**src/rtl/lsu_ecc_scrub_ctl_if.sv**
```systemverilog
// Bundle of the ECC scrub controller's dc3/dc4 error inputs, the store-buffer
// drain handshake and the shared DCCM write port. The slave side is the
// controller; the master side is whatever drives it (LSU datapath or a bench).
interface lsu_ecc_scrub_ctl_if #(
  parameter int ADDR_W = 16,
  parameter int DATA_W = 32
);
  logic              dec_tlu_core_ecc_disable;
  logic              sec_lo_dc3;
  logic              sec_hi_dc3;
  logic              ded_dc3;
  logic [ADDR_W-1:0] addr_lo_dc3;
  logic [ADDR_W-1:0] addr_hi_dc3;
  logic [DATA_W-1:0] data_lo_dc3;
  logic [DATA_W-1:0] data_hi_dc3;
  logic              flush_dc4;
  logic              dccm_wr_stall;
  logic              stbuf_wr_req;
  logic [ADDR_W-1:0] stbuf_addr_any;
  logic [DATA_W-1:0] stbuf_data_any;
  logic              stbuf_wr_gnt;
  logic              dccm_wr_en;
  logic [ADDR_W-1:0] dccm_wr_addr;
  logic [DATA_W-1:0] dccm_wr_data;
  logic              dccm_wr_sel;
  logic              scrub_busy;
  logic              scrub_overflow;
  logic [15:0]       sec_count;
  logic              ded_pulse_dc4;

  modport slave (
    input  dec_tlu_core_ecc_disable, sec_lo_dc3, sec_hi_dc3, ded_dc3,
           addr_lo_dc3, addr_hi_dc3, data_lo_dc3, data_hi_dc3, flush_dc4,
           dccm_wr_stall, stbuf_wr_req, stbuf_addr_any, stbuf_data_any,
    output stbuf_wr_gnt, dccm_wr_en, dccm_wr_addr, dccm_wr_data, dccm_wr_sel,
           scrub_busy, scrub_overflow, sec_count, ded_pulse_dc4
  );

  modport master (
    output dec_tlu_core_ecc_disable, sec_lo_dc3, sec_hi_dc3, ded_dc3,
           addr_lo_dc3, addr_hi_dc3, data_lo_dc3, data_hi_dc3, flush_dc4,
           dccm_wr_stall, stbuf_wr_req, stbuf_addr_any, stbuf_data_any,
    input  stbuf_wr_gnt, dccm_wr_en, dccm_wr_addr, dccm_wr_data, dccm_wr_sel,
           scrub_busy, scrub_overflow, sec_count, ded_pulse_dc4
  );
endinterface

```
**src/rtl/lsu_ecc_scrub_ctl.sv**
```systemverilog
// ECC scrub controller: captures single-bit-corrected DCCM words in dc3,
// commits them in dc4 into a small merge-on-youngest queue, and shares the
// single DCCM write port with the store buffer under a starvation bound.
module lsu_ecc_scrub_ctl #(
  parameter int ADDR_W     = 16,
  parameter int DATA_W     = 32,
  parameter int DEPTH      = 4,
  parameter int STARVE_MAX = 8
) (
  input logic                 clk,
  input logic                 rst,
  lsu_ecc_scrub_ctl_if.slave  bus
);

  localparam int PTR_W = $clog2(DEPTH);
  localparam int CNT_W = PTR_W + 1;
  localparam int ST_W  = $clog2(STARVE_MAX + 1);
  localparam int WA_W  = ADDR_W - 2;

  typedef enum logic [1:0] {IDLE, PEND, FORCE} state_t;

  // Saturating add used for the committed-word counter.
  function automatic logic [15:0] sat_add(input logic [15:0] a, input logic [1:0] n);
    logic [16:0] s;
    s = {1'b0, a} + 17'(n);
    return s[16] ? 16'hFFFF : s[15:0];
  endfunction

  // dc4 stage registers (valid/control reset, payload free-running)
  logic              vld_lo_p1, vld_hi_p1, ded_p1;
  logic [WA_W-1:0]   addr_lo_p1, addr_hi_p1;
  logic [DATA_W-1:0] data_lo_p1, data_hi_p1;

  // Scrub queue, word-addressed
  logic [WA_W-1:0]   q_addr [DEPTH];
  logic [DATA_W-1:0] q_data [DEPTH];
  logic [PTR_W-1:0]  rd_ptr, wr_ptr;
  logic [CNT_W-1:0]  q_cnt;

  state_t            state, state_nxt;
  logic [ST_W-1:0]   starve, starve_nxt;
  logic              ovf_flag;
  logic [15:0]       sec_cnt;

  logic              cmt_lo, cmt_hi, scrub_wr, stbuf_gnt;
  logic              we_a, we_b, ovf_set, young_vld;
  logic [PTR_W-1:0]  idx_a, idx_b, young_idx, wr_ptr_nxt;
  logic [WA_W-1:0]   young_addr;
  logic [CNT_W-1:0]  cnt_nxt;

  // Byte-offset bits are irrelevant: everything here is word granular.
  logic unused_addr_bits;
  assign unused_addr_bits = ^{bus.addr_lo_dc3[1:0], bus.addr_hi_dc3[1:0],
                              bus.stbuf_addr_any[1:0]};

  assign cmt_lo = vld_lo_p1 & ~bus.flush_dc4 & ~ded_p1;
  assign cmt_hi = vld_hi_p1 & ~bus.flush_dc4 & ~ded_p1;

  // A non-IDLE state always means the queue holds a head entry; the count
  // check just keeps an empty queue from ever producing a write.
  assign scrub_wr  = ~bus.dccm_wr_stall & (q_cnt != '0) &
                     ((state == FORCE) | ((state == PEND) & ~bus.stbuf_wr_req));
  assign stbuf_gnt = ~bus.dccm_wr_stall & bus.stbuf_wr_req & ~scrub_wr;

  // Enqueue planning: lo then hi, each merging into the youngest entry when
  // word addresses match, else taking a free slot (the slot freed by this
  // cycle's dequeue counts), else dropped with overflow flagged. An entry
  // leaving this cycle is not a merge target, so a merged word is never lost.
  always_comb begin
    we_a       = 1'b0;
    we_b       = 1'b0;
    idx_a      = '0;
    idx_b      = '0;
    ovf_set    = 1'b0;
    wr_ptr_nxt = wr_ptr;
    cnt_nxt    = q_cnt - CNT_W'(scrub_wr);
    young_vld  = (cnt_nxt != '0);
    young_idx  = wr_ptr - PTR_W'(1);
    young_addr = q_addr[young_idx];
    if (cmt_lo) begin
      if (young_vld && (addr_lo_p1 == young_addr)) begin
        we_a  = 1'b1;
        idx_a = young_idx;
      end else if (cnt_nxt < CNT_W'(DEPTH)) begin
        we_a       = 1'b1;
        idx_a      = wr_ptr_nxt;
        wr_ptr_nxt = wr_ptr_nxt + PTR_W'(1);
        cnt_nxt    = cnt_nxt + CNT_W'(1);
      end else begin
        ovf_set = 1'b1;
      end
      if (we_a) begin
        young_vld  = 1'b1;
        young_addr = addr_lo_p1;
        young_idx  = idx_a;
      end
    end
    if (cmt_hi) begin
      if (young_vld && (addr_hi_p1 == young_addr)) begin
        we_b  = 1'b1;
        idx_b = young_idx;
      end else if (cnt_nxt < CNT_W'(DEPTH)) begin
        we_b       = 1'b1;
        idx_b      = wr_ptr_nxt;
        wr_ptr_nxt = wr_ptr_nxt + PTR_W'(1);
        cnt_nxt    = cnt_nxt + CNT_W'(1);
      end else begin
        ovf_set = 1'b1;
      end
    end
  end

  // Next-state and starvation counter for the write-port arbiter.
  always_comb begin
    state_nxt  = state;
    starve_nxt = starve;
    case (state)
      IDLE: begin
        if (cnt_nxt != '0) state_nxt = PEND;
      end
      PEND: begin
        if (scrub_wr) begin
          starve_nxt = '0;
          state_nxt  = (cnt_nxt == '0) ? IDLE : PEND;
        end else if (stbuf_gnt) begin
          starve_nxt = starve + ST_W'(1);
          if (starve == ST_W'(STARVE_MAX - 1)) state_nxt = FORCE;
        end
      end
      FORCE: begin
        if (scrub_wr) begin
          starve_nxt = '0;
          state_nxt  = (cnt_nxt == '0) ? IDLE : PEND;
        end
      end
      default: state_nxt = IDLE;
    endcase
  end

  // Write-port mux: winner drives address/data/select, all zero when idle.
  always_comb begin
    bus.dccm_wr_en   = scrub_wr | stbuf_gnt;
    bus.dccm_wr_addr = '0;
    bus.dccm_wr_data = '0;
    bus.dccm_wr_sel  = 1'b0;
    if (scrub_wr) begin
      bus.dccm_wr_addr = {q_addr[rd_ptr], 2'b00};
      bus.dccm_wr_data = q_data[rd_ptr];
      bus.dccm_wr_sel  = 1'b1;
    end else if (stbuf_gnt) begin
      bus.dccm_wr_addr = {bus.stbuf_addr_any[ADDR_W-1:2], 2'b00};
      bus.dccm_wr_data = bus.stbuf_data_any;
    end
  end

  assign bus.stbuf_wr_gnt   = stbuf_gnt;
  assign bus.scrub_busy     = vld_lo_p1 | vld_hi_p1 | (q_cnt != '0);
  assign bus.scrub_overflow = ovf_flag;
  assign bus.sec_count      = sec_cnt;
  assign bus.ded_pulse_dc4  = ded_p1 & ~bus.flush_dc4;

  // Control state: dc3->dc4 valids, queue pointers, FSM, sticky/status regs.
  always_ff @(posedge clk) begin
    if (rst) begin
      vld_lo_p1 <= 1'b0;
      vld_hi_p1 <= 1'b0;
      ded_p1    <= 1'b0;
      rd_ptr    <= '0;
      wr_ptr    <= '0;
      q_cnt     <= '0;
      state     <= IDLE;
      starve    <= '0;
      ovf_flag  <= 1'b0;
      sec_cnt   <= '0;
    end else begin
      vld_lo_p1 <= bus.sec_lo_dc3 & ~bus.dec_tlu_core_ecc_disable;
      vld_hi_p1 <= bus.sec_hi_dc3 & ~bus.dec_tlu_core_ecc_disable;
      ded_p1    <= bus.ded_dc3 & ~bus.dec_tlu_core_ecc_disable;
      rd_ptr    <= rd_ptr + PTR_W'(scrub_wr);
      wr_ptr    <= wr_ptr_nxt;
      q_cnt     <= cnt_nxt;
      state     <= state_nxt;
      starve    <= starve_nxt;
      if (ovf_set) ovf_flag <= 1'b1;
      sec_cnt   <= sat_add(sec_cnt, {1'b0, cmt_lo} + {1'b0, cmt_hi});
    end
  end

  // Payload: dc4 address/data capture and queue storage writes.
  always_ff @(posedge clk) begin
    addr_lo_p1 <= bus.addr_lo_dc3[ADDR_W-1:2];
    addr_hi_p1 <= bus.addr_hi_dc3[ADDR_W-1:2];
    data_lo_p1 <= bus.data_lo_dc3;
    data_hi_p1 <= bus.data_hi_dc3;
    if (we_a) begin
      q_addr[idx_a] <= addr_lo_p1;
      q_data[idx_a] <= data_lo_p1;
    end
    if (we_b) begin
      q_addr[idx_b] <= addr_hi_p1;
      q_data[idx_b] <= data_hi_p1;
    end
  end

endmodule

```
**src/flat_wrapper.sv**
```systemverilog
// flat-port wrapper written by rule: the top's interface ports become plain ports
module lsu_ecc_scrub_ctl_flat 
#(
  parameter int ADDR_W     = 16,
  parameter int DATA_W     = 32,
  parameter int DEPTH      = 4,
  parameter int STARVE_MAX = 8
)
  (clk, rst, bus_dec_tlu_core_ecc_disable, bus_sec_lo_dc3, bus_sec_hi_dc3, bus_ded_dc3, bus_addr_lo_dc3, bus_addr_hi_dc3, bus_data_lo_dc3, bus_data_hi_dc3, bus_flush_dc4, bus_dccm_wr_stall, bus_stbuf_wr_req, bus_stbuf_addr_any, bus_stbuf_data_any, bus_stbuf_wr_gnt, bus_dccm_wr_en, bus_dccm_wr_addr, bus_dccm_wr_data, bus_dccm_wr_sel, bus_scrub_busy, bus_scrub_overflow, bus_sec_count, bus_ded_pulse_dc4);
  lsu_ecc_scrub_ctl_if #(.ADDR_W(ADDR_W), .DATA_W(DATA_W)) bus_i ();
  input logic clk;
  input logic rst;
  input wire logic [$bits(bus_i.dec_tlu_core_ecc_disable)-1:0] bus_dec_tlu_core_ecc_disable;
  input wire logic [$bits(bus_i.sec_lo_dc3)-1:0] bus_sec_lo_dc3;
  input wire logic [$bits(bus_i.sec_hi_dc3)-1:0] bus_sec_hi_dc3;
  input wire logic [$bits(bus_i.ded_dc3)-1:0] bus_ded_dc3;
  input wire logic [$bits(bus_i.addr_lo_dc3)-1:0] bus_addr_lo_dc3;
  input wire logic [$bits(bus_i.addr_hi_dc3)-1:0] bus_addr_hi_dc3;
  input wire logic [$bits(bus_i.data_lo_dc3)-1:0] bus_data_lo_dc3;
  input wire logic [$bits(bus_i.data_hi_dc3)-1:0] bus_data_hi_dc3;
  input wire logic [$bits(bus_i.flush_dc4)-1:0] bus_flush_dc4;
  input wire logic [$bits(bus_i.dccm_wr_stall)-1:0] bus_dccm_wr_stall;
  input wire logic [$bits(bus_i.stbuf_wr_req)-1:0] bus_stbuf_wr_req;
  input wire logic [$bits(bus_i.stbuf_addr_any)-1:0] bus_stbuf_addr_any;
  input wire logic [$bits(bus_i.stbuf_data_any)-1:0] bus_stbuf_data_any;
  output wire logic [$bits(bus_i.stbuf_wr_gnt)-1:0] bus_stbuf_wr_gnt;
  output wire logic [$bits(bus_i.dccm_wr_en)-1:0] bus_dccm_wr_en;
  output wire logic [$bits(bus_i.dccm_wr_addr)-1:0] bus_dccm_wr_addr;
  output wire logic [$bits(bus_i.dccm_wr_data)-1:0] bus_dccm_wr_data;
  output wire logic [$bits(bus_i.dccm_wr_sel)-1:0] bus_dccm_wr_sel;
  output wire logic [$bits(bus_i.scrub_busy)-1:0] bus_scrub_busy;
  output wire logic [$bits(bus_i.scrub_overflow)-1:0] bus_scrub_overflow;
  output wire logic [$bits(bus_i.sec_count)-1:0] bus_sec_count;
  output wire logic [$bits(bus_i.ded_pulse_dc4)-1:0] bus_ded_pulse_dc4;
  assign bus_i.dec_tlu_core_ecc_disable = bus_dec_tlu_core_ecc_disable;
  assign bus_i.sec_lo_dc3 = bus_sec_lo_dc3;
  assign bus_i.sec_hi_dc3 = bus_sec_hi_dc3;
  assign bus_i.ded_dc3 = bus_ded_dc3;
  assign bus_i.addr_lo_dc3 = bus_addr_lo_dc3;
  assign bus_i.addr_hi_dc3 = bus_addr_hi_dc3;
  assign bus_i.data_lo_dc3 = bus_data_lo_dc3;
  assign bus_i.data_hi_dc3 = bus_data_hi_dc3;
  assign bus_i.flush_dc4 = bus_flush_dc4;
  assign bus_i.dccm_wr_stall = bus_dccm_wr_stall;
  assign bus_i.stbuf_wr_req = bus_stbuf_wr_req;
  assign bus_i.stbuf_addr_any = bus_stbuf_addr_any;
  assign bus_i.stbuf_data_any = bus_stbuf_data_any;
  assign bus_stbuf_wr_gnt = bus_i.stbuf_wr_gnt;
  assign bus_dccm_wr_en = bus_i.dccm_wr_en;
  assign bus_dccm_wr_addr = bus_i.dccm_wr_addr;
  assign bus_dccm_wr_data = bus_i.dccm_wr_data;
  assign bus_dccm_wr_sel = bus_i.dccm_wr_sel;
  assign bus_scrub_busy = bus_i.scrub_busy;
  assign bus_scrub_overflow = bus_i.scrub_overflow;
  assign bus_sec_count = bus_i.sec_count;
  assign bus_ded_pulse_dc4 = bus_i.ded_pulse_dc4;
  lsu_ecc_scrub_ctl #(.ADDR_W(ADDR_W), .DATA_W(DATA_W), .DEPTH(DEPTH), .STARVE_MAX(STARVE_MAX)) u_core (.clk(clk), .rst(rst), .bus(bus_i));
endmodule
```
**config.mk**
```make
export PLATFORM = sky130hd
export DESIGN_NAME = lsu_ecc_scrub_ctl_flat
export DESIGN_NICKNAME = d
export VERILOG_FILES = /design/src/rtl/lsu_ecc_scrub_ctl_if.sv /design/src/rtl/lsu_ecc_scrub_ctl.sv /design/src/flat_wrapper.sv
export SDC_FILE = /design/constraint.sdc
export NUM_CORES = 1
export LEC_CHECK = 0
export ABC_CLOCK_PERIOD_IN_PS = 9050
export CORE_MARGIN = 2
export CORE_UTILIZATION = 49
export CTS_CLUSTER_SIZE = 25
export DETAILED_ROUTE_END_ITERATION = 8
export GPL_ROUTABILITY_DRIVEN = 0
export GPL_TIMING_DRIVEN = 0
export PLACE_DENSITY = 0.88
export SLEW_MARGIN = 20
export SYNTH_ARGS = -nofsm -noshare
export SYNTH_HDL_FRONTEND = slang
export SYNTH_SLANG_ARGS = --single-unit
```
**constraint.sdc**
```tcl
create_clock -name clk -period 9.05 [get_ports clk]
set_input_delay 2.715 -clock clk [delete_from_list [all_inputs] [get_ports clk]]
set_output_delay 2.715 -clock clk [all_outputs]
set_load 0.01 [all_outputs]
```
Word-level counts from Yosys, hierarchy flattened

Memory sizes are Yosys's and may differ from the RTL's. A register that Yosys moved wholly into a read port is not among the register bits.
Index checks and enable logic that the tools add are counted.

Register bits after elaboration: 125
Memory bits (writable): 184
Input port bits: 153
Output and inout bits: 70
Logic and storage cells: 130
Memories kept: 2

$add $sub $neg: 10
$lt $le $gt $ge: 2
Equality and inequality tests: 9
Muxes and demuxes: 60
Bitwise logic cells: 23
Reduce and logical (&&, ||, !) cells: 10

Memories:

| memory        | words | bits a word | read ports | clocked after memory_dff | write ports | line                    | RTL |
|---|---|---|---|---|---|---|---|
| u_core.q_data | 4     | 32          | 1          | 1                        | 2           | lsu_ecc_scrub_ctl.sv:36 | `logic [DATA_W-1:0] q_data [DEPTH];` |
| u_core.q_addr | 4     | 14          | 2          | 1                        | 2           | lsu_ecc_scrub_ctl.sv:35 | `logic [WA_W-1:0] q_addr [DEPTH];` |

Operators with widths:

| operator                                                         | number |
|---|---|
| 32-bit two-way mux                                               | 2 |
| 16-bit two-way mux                                               | 3 |
| 2-bit two-way mux                                                | 21 |
| 14-bit == test                                                   | 2 |
| 14-bit two-way mux                                               | 2 |
| 1-bit two-way mux                                                | 21 |
| 3-bit two-way mux                                                | 6 |
| 16-bit by 2-bit adder with 17-bit output                         | 1 |
| 1-bit bitwise AND                                                | 13 |
| 4-bit two-way mux                                                | 3 |
| 3-bit nonzero test                                               | 3 |
| 4-bit case mux with 2 select lines                               | 1 |
| 3-bit by 1-bit adder with 3-bit output (second input constant)   | 2 |
| 3-bit less-than comparator (second input constant)               | 2 |
| 1-bit inverter                                                   | 6 |
| 2-bit case mux with 3 select lines                               | 1 |
| 2-bit by 1-bit adder with 2-bit output (second input constant)   | 2 |
| 4-bit by 1-bit adder with 4-bit output (second input constant)   | 1 |
| 4-bit by 3-bit == test with 1-bit output (second input constant) | 1 |
| 2-bit by 1-bit != test with 1-bit output (second input constant) | 2 |
| 1-bit bitwise OR                                                 | 4 |
| 4-bit AND reduction                                              | 1 |
| 3-bit logical NOT                                                | 1 |
| 3-bit by 1-bit != test with 1-bit output (second input constant) | 1 |
| 11 further kinds                                                 | 12 |

Depth between registers and ports, before layout

Word-level depth: 19
Depth in mapped cells: 23
Gate-level depth less buffers: 20

Worst setup path after synthesis

No wires, ideal clock.

Path type: input to register
Start: input port bus_stbuf_wr_req
End: memory u_core.q_addr[3][0] (netlist name) (enable)
Arrival time: 8,437 ps
Required time: 8,223 ps
Setup slack: -215 ps
Cell stages on the path: 19
Path buffers: 3
Cells stage by stage: inv_1 > a21oi_1 > nor3_1 > clkbuf_1 > ha_1 > ha_1 > xor2_1 > clkinv_1 > o2bb2ai_1 > a211oi_1 > o2111ai_1 > or3_4 > a211oi_4 > nand2_4 > mux2i_1 > o41ai_1 > buf_2 > buf_4 > o21ai_0

RTL lines:

| what            | line                    | RTL |
|---|---|---|
| start, declared | flat_wrapper.sv:23      | `input wire logic [$bits(bus_i.stbuf_wr_req)-1:0] bus_stbuf_wr_req;` |
| end, declared   | lsu_ecc_scrub_ctl.sv:35 |  |

==> flow_metrics.env <==
export IMPL_cts_max_level=1
export IMPL_worst_slack_ns=0.293
export IMPL_port_buffers=214
export IMPL_synth_xor_area_share_pct=2.65
export IMPL_antenna_left=0
export IMPL_area_delta_synth_final_pct=26.5
export IMPL_viasPerCell=5.89
export IMPL_core_rowCount=63
export IMPL_crit_reg2reg_launch="u_core.state[0]$_SDFFE_PP0P_"
export IMPL_seqPwrFrac_pct=49.4
export IMPL_synth_area_leaders="edfxtp_1 38%, dfxtp_1 17%, mux2_2 9.5%"
export IMPL_clkPwrFrac_pct=39.2
export IMPL_insertion_delay_ns=0.58
export IMPL_final_core_util_pct=62.5
export IMPL_drc=0
export IMPL_synth_cell_types=68
export IMPL_status="finished, final reports clean"
export IMPL_overflow=0
export IMPL_ys_seq_area_share_pct=55.2
export IMPL_endpoint_kind="register"
export IMPL_synth_compound_area_share_pct=7.54
export IMPL_rsz0062_at_grt="no"
export IMPL_grt_max_degree=39
export IMPL_drt_iter0_markers=746
export IMPL_track_usage_pct=23.7
export IMPL_start_util_pct=49.4
export IMPL_post_dp_hpwl_um=25300
export IMPL_crit_fanout=19
export IMPL_postLayoutCellArea_sq_um=18400
export IMPL_cp_required_ns=9.37
export IMPL_p_sw_share_pct=23.1
export IMPL_p_sw_uw=730
export IMPL_die_h_um=176
export IMPL_grt_pass1_vias=10000
export IMPL_dp_slack_ns=-1.10
export IMPL_setup_violations=0
export IMPL_slew_violations=0
export IMPL_crit_path_end="u_core.q_data[3][22]$_DFFE_PP_"
export IMPL_synthDominantCellAreaShare_pct=38.0
export IMPL_synthesis_instances=1006
export IMPL_core_area_sq_um=29400
export IMPL_die_area_sq_um=31100
export IMPL_ys_dominant_reg_cell="edfxtp_1"
export IMPL_p_int_mw=2.44
export IMPL_io_pins=223
export IMPL_yosysTopAreaCell="edfxtp_1"
export IMPL_wire_per_inst_um=22.3
export IMPL_fillers=2159
export IMPL_cp_start_kind="primary input"
export IMPL_combinationalPowerShare_pct=11.4
export IMPL_clkSinkCount=309
export IMPL_min_path_type="register to register"
export IMPL_cts_root_buf="clkbuf_16"
export IMPL_max_cap_violations=0
export IMPL_detail_route_wirelength_um=37300
export IMPL_drive_gt1_share_pct=21.8
export IMPL_yosys_area_share_simple_pct=4.48
export IMPL_cp_arrival_ns=9.08
export IMPL_max_clock_freq_mhz=114
export IMPL_tightest_slew_ns=0.938
export IMPL_synth_area_per_cell_sq_um=14.4
export IMPL_min_period_ns=8.76
export IMPL_ys_warn_count=0
export IMPL_vdd_drop_max_mv=0.135
export IMPL_die_w_um=176
export IMPL_dr_total_vias=9880
export IMPL_power_density_nw_per_um2=172
export IMPL_r2r_slack_ns=1.98
export IMPL_worstSetupStartpoint="bus_stbuf_wr_req"
export IMPL_clk_pin_slew_ns=0.06
export IMPL_placed_area_sq_um=17400
export IMPL_cts_buffers=31
export IMPL_layout_commonest_cell="clkdlybuf4s50_1"
export IMPL_layout_common_cells="214 x clkdlybuf4s50_1, 184 x edfxtp_1, 125 x dfxtp_1, 123 x mux2_2, 59 x mux4_2"
export IMPL_slew_headroom_pct=37.5
export IMPL_synthMuxAreaShare_pct=25.6
export IMPL_firstDrtPassIters=7
export IMPL_synth_seq_cells=309
export IMPL_hold_viol=0
export IMPL_total_power_mw=3.17
export IMPL_synthAdderAreaFrac_pct=1.34
export IMPL_fin_skew_ns=0.0162
export IMPL_synth_top_family_by_area="multiplexers"
export IMPL_total_leakage_power_nw=6.34
export IMPL_reg2reg_depth=22
export IMPL_grt_pass1_wl_um=56200
export IMPL_synthArstFlopShare_pct=0
export IMPL_cts_tree="built"
export IMPL_netlist_area_sq_um=14500
export IMPL_r2r_end="u_core.q_data[3][22]$_DFFE_PP_"
export IMPL_clockBufferDepth=3
export IMPL_critical_path_class="primary input to register"
export IMPL_fin_nets=1428
export IMPL_antenna_found_initial=3
export IMPL_postCtsSetupBuffers=0
export IMPL_synth_edff_count=184
export IMPL_fin_crit_sh_pct=96.8
export IMPL_whs_ns=0.493
==> cell usage after synthesis, drive strengths merged (3+ instances only) <==
master   count
edfxtp     184
mux2       175
dfxtp      125
mux4        59
a22o        48
mux2i       42
buf         36
nor2        36
a21oi       33
xnor2       31
clkbuf      29
inv         24
nand2       21
ha          14
nand3       13
xor2        13
o21ai       12
nor3        11
and2         7
nor2b        7
a2111oi      6
and3         6
a221oi       5
a31oi        5
o22ai        5
or3          5
clkinv       4
nand2b       4
nand4        4
a211oi       3
a41oi        3
nor3b        3
o22a         3
==> stage by stage <==
stage,setup TNS [ns],cells
after detailed placement,-266.10,1617
after global placement,-535.57,1611
after floorplan,0,1007
final,0,1677
after CTS,0,1674
after global routing,0,1676
==> flip-flops by register name, summed over array words and instances, names as in the netlist, 2 cells and up <==
name                  cells
u_core.q_data           128
u_core.data_lo_p1        32
u_core.wr_ptr             2
u_core.state              2
u_core.q_addr            56
u_core.rd_ptr             2
u_core.addr_lo_p1        14
u_core.starve             4
u_core.addr_hi_p1        14
u_core.data_hi_p1        32
u_core.q_cnt              3
u_core.bus.sec_count     16
==> layer usage <==
layer / wire, um / vias to the layer above / track usage, %
met3: 2870 / 101 / 3.98
met5: 14 / - / 0
met4: 1340 / 2 / 9.26
li1: - / 4419 / -
met1: 14900 / 4889 / 30.7
met2: 18200 / 469 / 39.9
==> kinds of logic (layout without fill, tap and decap cells) <==
family | after synthesis | count (layout)
flops | 309 | 309
mux | 276 | 276
compound gates | 143 | 143
simple gates | 125 | 125
buf+inv | 93 | 370
xor+xnor | 44 | 44
fa+ha+maj | 15 | 15
other cells | 1 | 5
==> repair_timing <==
action                     CTS  global route
setup endpoints to repair  262           165
gates resized for setup      2             8
hold buffers                 0             0
==> how the worst min path moves through the flow <==
stage | slack [ns] | depth (start not counted) | start | end
CTS | 0.50 | 2 | u_core.starve[3]$_SDFFE_PP0P_ | u_core.starve[3]$_SDFFE_PP0P_
floorplan | 0.45 | 2 | u_core.starve[3]$_SDFFE_PP0P_ | u_core.starve[3]$_SDFFE_PP0P_
detailed placement | 0.49 | 2 | u_core.starve[3]$_SDFFE_PP0P_ | u_core.starve[3]$_SDFFE_PP0P_
finish | 0.49 | 2 | u_core.starve[3]$_SDFFE_PP0P_ | u_core.starve[3]$_SDFFE_PP0P_
global route | 0.52 | 2 | u_core.starve[3]$_SDFFE_PP0P_ | u_core.starve[3]$_SDFFE_PP0P_
global placement | 0.47 | 2 | u_core.starve[3]$_SDFFE_PP0P_ | u_core.starve[3]$_SDFFE_PP0P_
==> cell type report <==
cell class / count / area, sq um / share of cell area [%]
sequential: 309 / 8030 / 43.7
tap: 390 / 488 / 2.65
inverter: 28 / 105 / 0.572
clock buffer: 44 / 845 / 4.59
clock inverter: 13 / 135 / 0.735
multi-input combinational: 605 / 6110 / 33.2
buffer: 65 / 360 / 1.96
antenna: 3 / 7.51 / 0.0408
timing repair buffer: 220 / 2310 / 12.6
==> critical path, cell delays in order <==
cell and delay (ns):
clkdlybuf4s50_1 0.44, inv_1 0.06, a21oi_1 0.09, nor3_4 0.35, clkbuf_4 0.40, ha_1 0.20, ha_1 0.15, xor2_1 0.47
clkinv_1 0.39, o2bb2ai_1 0.24, a211oi_1 0.26, o2111ai_1 0.19, or3_4 0.44, a211oi_4 0.40, nand2_4 0.16, mux2i_1 0.21
o41ai_1 0.66, buf_2 0.40, buf_4 0.32, o21ai_4 0.26, buf_16 0.25
==> power groups by stage <==
| stage | Sequential [mW] | Combinational [mW] | Clock [mW] |
|---|---|---|---|
| floorplan | 1.58 | 0.202 | 0 |
| global placement | 1.59 | 0.342 | 0 |
| detailed placement | 1.59 | 0.353 | 0 |
| CTS | 1.56 | 0.358 | 1.25 |
| global route | 1.57 | 0.389 | 1.30 |
| finish | 1.56 | 0.362 | 1.24 |
Note: power is estimated with default switching activity, not from simulation.
